$ cat src/rtl/encoder_priority_8to3.sv
// encoder_priority_8to3: registered 74x148-style 8-to-3 priority encoder, active-low I/O, cascadable via EI/EO/GS
module encoder_priority_8to3 (
   input  logic       clk,
   input  logic       reset,
   input  logic       enable_in_,
   input  logic [7:0] signal_i_,
   output logic [2:0] signal_o_,
   output logic       group_signal_,
   output logic       enable_out_
);
   logic [2:0] enc;
   logic       any_req;
   // Ascending scan so the highest active index is the last one written
   always_comb begin
      enc = 3'b111;
      for (int i = 0; i < 8; i++)
         if (!signal_i_[i]) enc = ~3'(i);
   end
   assign any_req = ~&signal_i_;
   always_ff @(posedge clk) begin
      if (reset || enable_in_) begin
         signal_o_     <= 3'b111;
         group_signal_ <= 1'b1;
         enable_out_   <= 1'b1;
      end else begin
         signal_o_     <= any_req ? enc : 3'b111;
         group_signal_ <= ~any_req;
         enable_out_   <= any_req;
      end
   end
endmodule

$ cat config.mk
export PLATFORM = sky130hd
export DESIGN_NAME = encoder_priority_8to3
export DESIGN_NICKNAME = d
export VERILOG_FILES = /design/src/rtl/encoder_priority_8to3.sv
export SDC_FILE = /design/constraint.sdc
export NUM_CORES = 1
export LEC_CHECK = 0
export CAP_MARGIN = 10
export CORE_AREA = 4 4 41 43
export CTS_CLUSTER_DIAMETER = 60
export DETAILED_ROUTE_END_ITERATION = 6
export DIE_AREA = 0 0 45 47
export GPL_TIMING_DRIVEN = 0
export SYNTH_ARGS = -nofsm -noshare
export SYNTH_HDL_FRONTEND = slang
export SYNTH_SLANG_ARGS = --single-unit
$ cat constraint.sdc
create_clock -name clk -period 1.19 [get_ports clk]
set_input_delay 0.238 -clock clk [delete_from_list [all_inputs] [get_ports clk]]
set_output_delay 0.238 -clock clk [all_outputs]
set_load 0.02 [all_outputs]
==> results.cfg <==
[status]
status = finished clean

[yosys]
avgSynthCellArea_um2 = 9.12
netlist_instances = 21
syn_nets = 32
ys_warn_count = 0
yosysUniqueCellTypes = 13
synth_top_cell_by_area = dfxtp_1
syn-cell-area_um2 = 191
ys_ff_latch = 5
synth_top_area_share_pct = 52.3
synth_top_cells_by_area = dfxtp_1, nand2_1, nand4_2
ys_seq_area_share_pct = 52.3

[worst_setup_path]
crit_path_start_kind = flip-flop
worstSetupPathType = flip-flop to output port
arrival_ns = 0.85
path_buf_inv = 1
critPathSlowestCell = dlygate4sd2_1
critical-path-top-delay-family = buffers and inverters
cp-end-kind = output port
worst_ep_required_time_ns = 0.95
cpPeakStageDelay_ns = 0.32
crit_fanout = 1
path_cells = dlygate4sd2_1

[global_routing]
busiest_layer = met4
met1_usage_pct = 5.03
grt_util_all_layers_pct = 5.38
antenna_found_initial = 0
grt_max_degree = 5
grt-ovfl-total = 0
gr-usage-met2_pct = 5.93
grt_pass1_wl_um = 676
grt_pass1_vias = 192
met3_usage_pct = 0.383

[timing]
hold_violations = 0
period_needed_ns = 1.09
finalCritPeriodShare_pct = 91.7
worst_pin_slew_ns = 0.206
slew-limit-headroom_pct = 86.2
max_freq_mhz = 916
setup_viol = 0
whs_ns = 0.599
slew_violations = 0
grt_setup_unrepaired = no

[routing]
drt_iter0_markers = 0
ant_nets = 0
wl_per_cell_um = 7.91
wirelength_um = 435
drtPass1Iterations = 1
viasPerCell = 3.82
drc = 0
via_count = 210

[floorplanning]
die_x_um = 45
die_h_um = 47
rows = 13
num_io_pins = 16
initial_core_util_pct = 14.7
design.core.area_mm2 = 0.00130
dieArea_mm2 = 0.00212

[cells_and_area]
drive_above_1_share_pct = 12.5
syn_to_final_growth_pct = 98.7
nFillCells = 157
final_cell_area_um2 = 380
final-seq-area_um2 = 100
fin_nets = 52
multi_input_area_um2 = 87.6
diodes = 0

[clock_tree]
cts_buffers = 3
clkSinkCount = 5
root_buffer = clkbuf_4
htree_levels = 1
clockBufferDepth = 2
cts_tree = done
clk_transition_reported_paths_ns = 0.04
hold_buffers = 0

[place]
gp_congestion = 0.633
placed_cell_area_um2 = 360
hpwl_um = 369
port_buffers = 15

[power]
p_sw_share_pct = 21.5
p_int_uw = 346
clkPwrFrac_pct = 42.9
power.density_mw_per_mm2 = 1160
seqPwrFrac_pct = 40.2
peakVddDrop_mv = 0.241
switchingPower_uw = 94.9
power_uw = 441
power_frac_comb_pct = 16.9
power_leakage_uw = 0.000146

[job]
max_cap_viol_count = 0

[worst_hold_path]
hp-class = input port to flip-flop
path summary, 6_finish.rpt:
path	startpoint	endpoint	slack [ns]	cells past startpoint
worst max-delay path	signal_o_[0]$_SDFF_PP1_	signal_o_[0]	0.1	1
worst min-delay path	reset	signal_o_[2]$_SDFF_PP1_	0.60	3
layout by cell type, fill, tap and decap left out, types with 2 or more instances in the layout:
cell type / netlist / layout
clkbuf_4: 0 / 3
clkdlybuf4s50_1: 0 / 10
dfxtp_1: 5 / 5
dlygate4sd2_1: 0 / 5
nand2_1: 4 / 4
nor2_1: 2 / 2
worst min-delay path, stage by stage:
cell	delay [ns]
clkdlybuf4s50_1	0.45
nor2_1	0.06
nand2_1	0.06
power groups by stage:
stage | clock network, uW | logic, uW | registers [uW]
floorplan | 0 | 14.8 | 190
global placement | 0 | 80.0 | 180
detailed placement | 0 | 80.5 | 180
CTS | 201 | 75.4 | 177
global route | 205 | 80.5 | 178
finish | 189 | 74.6 | 177
cell families after synthesis:
family / Yosys count / synth area share (%)
compound gates: 5 / 18.3
simple gates: 10 / 27.5
flops: 5 / 52.3
buf+inv: 1 / 1.96
Yosys cell counts:
library cell / instances
a31o_1: 1
o21ai_0: 1
a21oi_1: 1
dfxtp_1: 5
o21bai_1: 1
inv_1: 1
nand2b_1: 1
nand4_1: 1
nand3_1: 1
nand4_2: 1
nor2_1: 2
nand2_1: 4
o21ai_2: 1
per-stage QoR:
| step | TNS [ns] | worst slack [ns] | utilization [%] | std cells |
|---|---|---|---|---|
| floorplan | 0 | 0.413 | - | 21 |
| global placement | -0.200 | -0.102 | 27.7 | 51 |
| detailed placement | -0.246 | -0.117 | 27.7 | 51 |
| CTS | 0 | 0.0808 | 29.2 | 55 |
| global route | 0 | 0.0479 | 29.2 | 55 |
| finish | 0 | 0.0987 | 29.2 | 55 |
per-layer routing:
metal / vias to the layer above / wire (um)
met4: 0 / 42
li1: 111 / -
met5: - / 0
met3: 4 / 72
met2: 16 / 164
met1: 79 / 156
timing repair:
item | CTS | global route
resized for setup | 5 | 0
endpoints found under the setup margin | 5 | 0
setup buffers | 0 | 0
layout make-up:
cell class / count / share of cell area [%]
repair buffers: 15 / 37.8
flip-flops and latches: 5 / 26.3
multi-input cells: 15 / 23.0
clock buffers: 4 / 6.91
well taps: 15 / 4.93
inverters: 1 / 0.987
state kept, by name, indices dropped and copies added (netlist names):
signal / flops
signal_o_: 3
group_signal_: 1
enable_out_: 1
(Power assumes the default switching activity.)
